File: config.mk
export PLATFORM = sky130hd
export DESIGN_NAME = mul8_seq_ctrl
export DESIGN_NICKNAME = d
export VERILOG_FILES = /design/src/rtl/mul8_seq_ctrl.sv
export SDC_FILE = /design/constraint.sdc
export NUM_CORES = 1
export LEC_CHECK = 0
export ABC_AREA = 1
export CAP_MARGIN = 20
export CORE_AREA = 2 2 78 80
export CTS_CLUSTER_DIAMETER = 30
export DETAILED_ROUTE_END_ITERATION = 12
export DIE_AREA = 0 0 80 82
export PLACE_DENSITY = 0.68
export SYNTH_ARGS = -nofsm -noshare
export SYNTH_HDL_FRONTEND = slang
export SYNTH_SLANG_ARGS = --single-unit
File: constraint.sdc
create_clock -name clk -period 4.5 [get_ports clk]
set_input_delay 0.45 -clock clk [delete_from_list [all_inputs] [get_ports clk]]
set_output_delay 0.45 -clock clk [all_outputs]
set_load 0.02 [all_outputs]
File: src/rtl/mul8_seq_ctrl.sv
// Sequential shift-and-add unsigned multiplier controller.
// One partial product is folded in per cycle through a single WIDTH-bit ripple-carry row
// built from full-adder cells. Latency is fixed at WIDTH RUN cycles regardless of operands.
module mul8_seq_ctrl #(
    parameter int unsigned WIDTH = 8
) (
    input  logic                 clk,
    input  logic                 rst_n,
    input  logic                 in_valid,
    output logic                 in_ready,
    input  logic [WIDTH-1:0]     a,
    input  logic [WIDTH-1:0]     b,
    output logic                 out_valid,
    input  logic                 out_ready,
    output logic [2*WIDTH-1:0]   product,
    output logic                 busy
);

    localparam int unsigned CntW = $clog2(WIDTH);

    typedef enum logic [1:0] {
        StIdle,
        StRun,
        StDone
    } state_e;

    state_e               state_q, state_d;
    logic [WIDTH-1:0]     mcand_q, mcand_d;
    logic [WIDTH-1:0]     acc_hi_q, acc_hi_d;
    logic [WIDTH-1:0]     acc_lo_q, acc_lo_d;
    logic [CntW-1:0]      cnt_q, cnt_d;
    logic [2*WIDTH-1:0]   product_q, product_d;
    logic                 out_valid_q, out_valid_d;

    // Shared adder row: acc_hi + (acc_lo[0] ? mcand : 0), cin tied low.
    logic [WIDTH-1:0]     addend;
    logic [WIDTH-1:0]     sum;
    logic [WIDTH:0]       carry;
    logic [2*WIDTH-1:0]   shifted;

    assign addend   = acc_lo_q[0] ? mcand_q : '0;
    assign carry[0] = 1'b0;

    for (genvar i = 0; i < WIDTH; i++) begin : g_fa
        assign sum[i]       = acc_hi_q[i] ^ addend[i] ^ carry[i];
        assign carry[i+1]   = (acc_hi_q[i] & addend[i]) | (carry[i] & (acc_hi_q[i] ^ addend[i]));
    end

    // Carry-out becomes the new MSB so no bit of the partial sum is ever lost.
    assign shifted = {carry[WIDTH], sum, acc_lo_q[WIDTH-1:1]};

    // Next-state and datapath update for the three-state controller.
    always_comb begin
        state_d     = state_q;
        mcand_d     = mcand_q;
        acc_hi_d    = acc_hi_q;
        acc_lo_d    = acc_lo_q;
        cnt_d       = cnt_q;
        product_d   = product_q;
        out_valid_d = out_valid_q;

        unique case (state_q)
            StIdle: begin
                if (in_valid) begin
                    mcand_d  = a;
                    acc_lo_d = b;
                    acc_hi_d = '0;
                    cnt_d    = '0;
                    state_d  = StRun;
                end
            end
            StRun: begin
                acc_hi_d = shifted[2*WIDTH-1:WIDTH];
                acc_lo_d = shifted[WIDTH-1:0];
                cnt_d    = cnt_q + CntW'(1);
                if (cnt_q == CntW'(WIDTH - 1)) begin
                    product_d   = shifted;
                    out_valid_d = 1'b1;
                    state_d     = StDone;
                end
            end
            StDone: begin
                // Product is held; only the output handshake can leave DONE.
                if (out_ready) begin
                    out_valid_d = 1'b0;
                    state_d     = StIdle;
                end
            end
            default: begin
                state_d = StIdle;
            end
        endcase
    end

    // State register with synchronous active-low reset; reset also aborts any operation.
    always_ff @(posedge clk) begin
        if (!rst_n) begin
            state_q     <= StIdle;
            mcand_q     <= '0;
            acc_hi_q    <= '0;
            acc_lo_q    <= '0;
            cnt_q       <= '0;
            product_q   <= '0;
            out_valid_q <= 1'b0;
        end else begin
            state_q     <= state_d;
            mcand_q     <= mcand_d;
            acc_hi_q    <= acc_hi_d;
            acc_lo_q    <= acc_lo_d;
            cnt_q       <= cnt_d;
            product_q   <= product_d;
            out_valid_q <= out_valid_d;
        end
    end

    // in_ready is gated by rst_n so nothing is offered while reset is held.
    assign in_ready  = (state_q == StIdle) && rst_n;
    assign busy      = (state_q != StIdle);
    assign out_valid = out_valid_q;
    assign product   = product_q;

endmodule

After elaboration in Yosys (flattened, before gate mapping)
Index checks and enable logic that the tools add are counted.

storage, ports and cells
  bits in registers = 46
  output and inout port bits = 19
  word-level logic and storage cells = 75

cells by class
  add/sub/neg operators = 1
  eq/ne operators = 6
  multiplexer cells = 14
  bitwise operators = 37
  reduce and logical (&&, ||, !) cells = 10

operators with widths
  operator                                        count
  one-hot mux 8 bit (2 select lines)              2
  2-to-1 mux 8 bit                                3
  AND 1 bit                                       15
  bitwise XOR 1 bit                               15
  bitwise OR 1 bit                                7
  2-to-1 mux 2 bit                                3
  != test 2 bit (second input constant)           3
  one-hot mux 2 bit (3 select lines)              1
  one-hot mux 3 bit (2 select lines)              1
  AND reduction 2 bit                             3
  AND reduction 3 bit                             2
  nonzero test 2 bit                              3
  adder 3 x 1 -> 3 bit (second input constant)    1
  == test 3 bit (second input constant)           1
  2-to-1 mux 3 bit                                1
  == test 2 x 1 -> 1 bit (second input constant)  1
  == test 2 bit (second input constant)           1
  zero test 2 bit                                 1
  2-to-1 mux 1 bit                                2
  one-hot mux 1 bit (2 select lines)              1
  logical AND 1 bit                               1

Longest topological paths before layout
  depth after elaboration = 17
  gate-level depth with buffers = 15
  mapped depth without buffers = 14

Worst setup path after synthesis
OpenSTA, ideal clock, no wires.

  kind = reg-to-reg
  start = register acc_lo_q[0]
  end = register acc_hi_q[6]
  arrival time = 3.700 ns
  data required time = 4.368 ns
  slack = 0.667 ns
  stages on the path, launching flop included = 16
  path through = dfxtp_1 clkbuf_1 nand2_1 inv_1 ha_1 inv_1 fa_1 fa_1 fa_1 fa_1 fa_1 fa_1 fa_1 inv_1 nand2_1 a21oi_1

on the way
  word-level cells in the longest chain between the ends = 16

ends and longest elaborated chain
  item                                                   line  RTL
  from (decl)                                            30    logic [WIDTH-1:0] acc_lo_q, acc_lo_d;
  from (signal assigned)                                 109   acc_lo_q <= acc_lo_d;
  2-to-1 mux 8 bit *                                     41    assign addend = acc_lo_q[0] ? mcand_q : '0;
  AND 1 bit / bitwise XOR 1 bit (equally long branches)  46    assign carry[i+1] = (acc_hi_q[i] & addend[i]) | (carry[i] & (acc_hi_q[i] ^ addend[i]));
  AND 1 bit                                              46
  bitwise OR 1 bit                                       46
  AND 1 bit                                              46
  bitwise OR 1 bit                                       46
  AND 1 bit                                              46
  bitwise OR 1 bit                                       46
  AND 1 bit                                              46
  bitwise OR 1 bit                                       46
  AND 1 bit                                              46
  bitwise OR 1 bit                                       46
  AND 1 bit                                              46
  bitwise OR 1 bit                                       46
  bitwise XOR 1 bit *                                    45    assign sum[i] = acc_hi_q[i] ^ addend[i] ^ carry[i];
  one-hot mux 8 bit (2 select lines) *                   62    unique case (state_q)
  to (signal assigned)                                   108   acc_hi_q <= acc_hi_d;
  to (decl)                                              29    logic [WIDTH-1:0] acc_hi_q, acc_hi_d;

Mark *: on every way between the ends. The rest lies on a longest branch, timed or not.
A chain may end at the register's enable or synchronous reset.

Worst setup path after layout
Same ends and word-level chain as after synthesis.

==> results by group <==
Setup path
  – Worst r2r src: acc_lo_q[0]
  – Cell breakdown of the critical path: nand2_1 > inv_1 > ha_1 > inv_1 > fa_1 > fa_1 > fa_1 > fa_1 > fa_1 > fa_1 > fa_1 > inv_1 > nand2_1 > a21oi_1
  – Reg2reg setup slack: 0.57 ns
  – Crit-path max FO: 9
  – Largest stage delay on the critical path: ~0.46 ns
  – Worst EP arrival: 4.16 ns
  – Reg2Reg Depth: 14
  – CP dominant cell by count: fa_1
  – WP data required: between 4 and 5 ns
  – CP max-delay cell: dfxtp_1
  – Critical R2R Capture: acc_hi_q[6]
  – WS Path Type: reg -> reg
  – Nature of the critical path endpoint: register
  – Top delay family on crit path: adder cells
  – Crit path launch: acc_lo_q[0]
  – Type of origin of the critical path: register
  – WP buf/inv: 3

Cells and area
  – N_diodes: 0
  – Fraction of layout cells with a size suffix above 1: 0.0489
  – Fillers: 604
  – Final Net Count: 397
  – Final Core Density: 0.479
  – Area delta synth->final: 23.1%

Synth
  – Synth area leader: dfxtp_1
  – Most common flop cell mapped by yosys: dfxtp_1
  – Synth top area cells: dfxtp_1, nand2_1, inv_1
  – Synth top area share: 0.412
  – Mean Syn Cell Area: between 6 and 7 um^2
  – Synth Area in Simple Gates: 0.314
  – Cells after Synth: 332
  – Yosys warning count: 0
  – Compound-Gate Fraction of Synth Area: 0.0566
  – Fraction of synthesized area in multiplexers: 0
  – FF+latch count, synth: 46
  – Adder-cell share of the synthesized area: 0.0795
  – XOR/XNOR Fraction of Synth Area: 0
  – Post-synth EDFFs: 0
  – Main combinational cell family by area after synthesis: simple AND/OR/NAND/NOR gates
  – Synth cell types: 20
  – Most frequent cells after synthesis: nand2_1, inv_1, nor2_1
  – Post-synth net total: 362
  – Fraction of registers with async set/reset: 0
  – Post-synthesis sequential area ratio: 0.412
  – Netlist Area Pre-Place: approximately 0.0022 mm^2
  – Most common cell in the netlist: nand2_1

Power and ir drop
  – Reg power frac: 0.543
  – Combinational share of power: 0.118
  – Sw Share: 0.265
  – Total net switching power: 212 uW
  – Pwr Density: roughly 300 mW/mm^2
  – Clock power share: 0.339
  – Internal power: approximately 590 uW
  – Maximum vdd drop: around 160 uV
  – LEAKAGE: 0.00121 uW

Clock tree
  – Cts-stage hold buffer count: 0
  – Clk_lat worst skew: 0.30 ns
  – Clk buf depth: 2
  – Register clock-pin slew on the reported worst setup and hold paths: 0.09 ns
  – H-tree depth: 2
  – CTS tree: done
  – Clock root cell: clkbuf_8
  – CTS buffer count: 5
  – Postcts setup bufs: 0
  – TritonCTS sink count: 46
  – Cts repair resizes: 0

Die
  – Die area: 0.00656 mm^2
  – Std cell rows: 28
  – Die width: approximately 80 um
  – IO Pins: 39
  – Initial core utilization: 0.389
  – Die height: about 80 um
  – Core ar.: 0.00575 mm^2

STA
  – Relative slew slack: 0.541
  – Clock skew: 0.00831 ns
  – Worst Tran Pin Value: 0.686 ns
  – FMAX: 255 MHz
  – Final period util: 0.873
  – Slew Viols, Final: 0
  – TNS Setup: 0 ns
  – Final setup fails: 0
  – Hold Fails Final Rpt: 0
  – Min Tclk post-route: roughly 3.9 ns
  – RSZ-0062 raised after global routing: no
  – Fin Hold WS: 0.471 ns

Outcome
  – Status: complete, no violations

Global routing
  – Initial antenna violation count: 0
  – Overflow left after global routing: 0
  – Total Routing Usage GR: 0.158
  – Vias in the first global route: 1,728
  – First-pass GRT wire length: approximately 8000 um
  – Largest net degree at the start of global routing: 35

Placed design
  – Routability congestion estimate: 0.762
  – Port Buffers: 38
  – Post-DP HPWL: 3260 um

Routing
  – WL/cell: 10.4 um
  – DRC: 0
  – Via density: between 4 and 5
  – WL final: ~4600 um
  – Initial DRC Count: 163
  – DRT Pass-1 Iters: 4
  – Detailed-route via count: 1,911
  – Antenna Nets Post-Route: 0

Hold path
  – Hold Crit Start: acc_hi_q[3]
  – Hold Path Class: reg -> reg
  – WHS Path Cells: 2
  – Sink of the worst hold path: acc_hi_q[3]

Run
  – Max Cap Violations: 0
==> through the flow <==
stage | power (uW) | setup WS (ns) | instance area (um^2) | cells
floorplan | 506 | 0.667 | 2230 | 332
global placement | 537 | 0.683 | 2650 | 435
detailed placement | 540 | 0.592 | 2650 | 435
CTS | 811 | 0.572 | 2750 | 443
global route | 848 | 0.354 | 2750 | 443
finish | 802 | 0.573 | 2750 | 443
==> flip-flops by register name, summed over array words and instances (netlist names) <==
signal and count:
acc_hi_q 8, acc_lo_q 8, cnt_q 3, mcand_q 8, out_valid 1, product 16
state_q 2
==> routing by layer <==
layer  vias up  global-route usage  wire (um)
met5         -                   0          0
met1       840               0.218       2290
met4         0              0.0661         55
met3         4              0.0330        166
li1       1028                   -          -
met2        39               0.242       2090
==> worst max-delay path by stage <==
| stage | endpoint | cells past startpoint |
|---|---|---|
| after floorplan | acc_hi_q[6] | 15 |
| after global placement | acc_hi_q[6] | 14 |
| after detailed placement | acc_hi_q[6] | 14 |
| after CTS | acc_hi_q[6] | 14 |
| after global routing | acc_hi_q[6] | 14 |
| final | acc_hi_q[6] | 14 |
==> cell usage in the layout (no fill, tap or decap) <==
master and instances:
a21oi_1 13, buf_4 1, clkbuf_8 6, clkdlybuf4s50_1 38, clkinvlp_4 1, dfxtp_1 46
fa_1 7, ha_1 3, inv_1 62, inv_2 3, inv_6 1, nand2_1 110
nand2_2 2, nand2_4 1, nand3_1 9, nand3b_1 1, nor2_1 52, nor2_2 1
nor2_4 1, o21ai_0 9, o21ai_4 1
==> power by group through the flow <==
stage / logic (uW) / clock network, uW / registers [uW]
2_1_floorplan: 67.9 / 0 / 438
3_3_place_gp: 93.5 / 0 / 444
3_5_place_dp: 95.5 / 0 / 445
4_1_cts: 95.8 / 280 / 435
5_1_grt: 111 / 300 / 437
6_report: 94.9 / 272 / 435
==> layout make-up <==
type / instances / area, um^2 / area share
Clock buffer: 6 / 82.6 / 0.0300
Inverter: 65 / 244 / 0.0887
Multi-Input combinational cell: 210 / 1010 / 0.366
Clock inverter: 2 / 16.3 / 0.00591
Sequential cell: 46 / 921 / 0.335
Tap cell: 75 / 93.8 / 0.0341
Timing Repair Buffer: 39 / 388 / 0.141
==> cell families (layout without fill, tap and decap cells) <==
| kind of cell | Yosys count | after routing |
|---|---|---|
| and+or+nand+nor | 177 | 177 |
| adders and majority gates | 10 | 10 |
| buffers and inverters | 76 | 112 |
| DFF | 46 | 46 |
| AOI/OAI and AO/OA | 23 | 23 |
==> worst min-delay path, stage by stage (launching register included) <==
cell and delay, ns:
dfxtp_1 0.32, nand2_1 0.06, a21oi_1 0.05
Note: power is estimated with default switching activity, not from simulation.
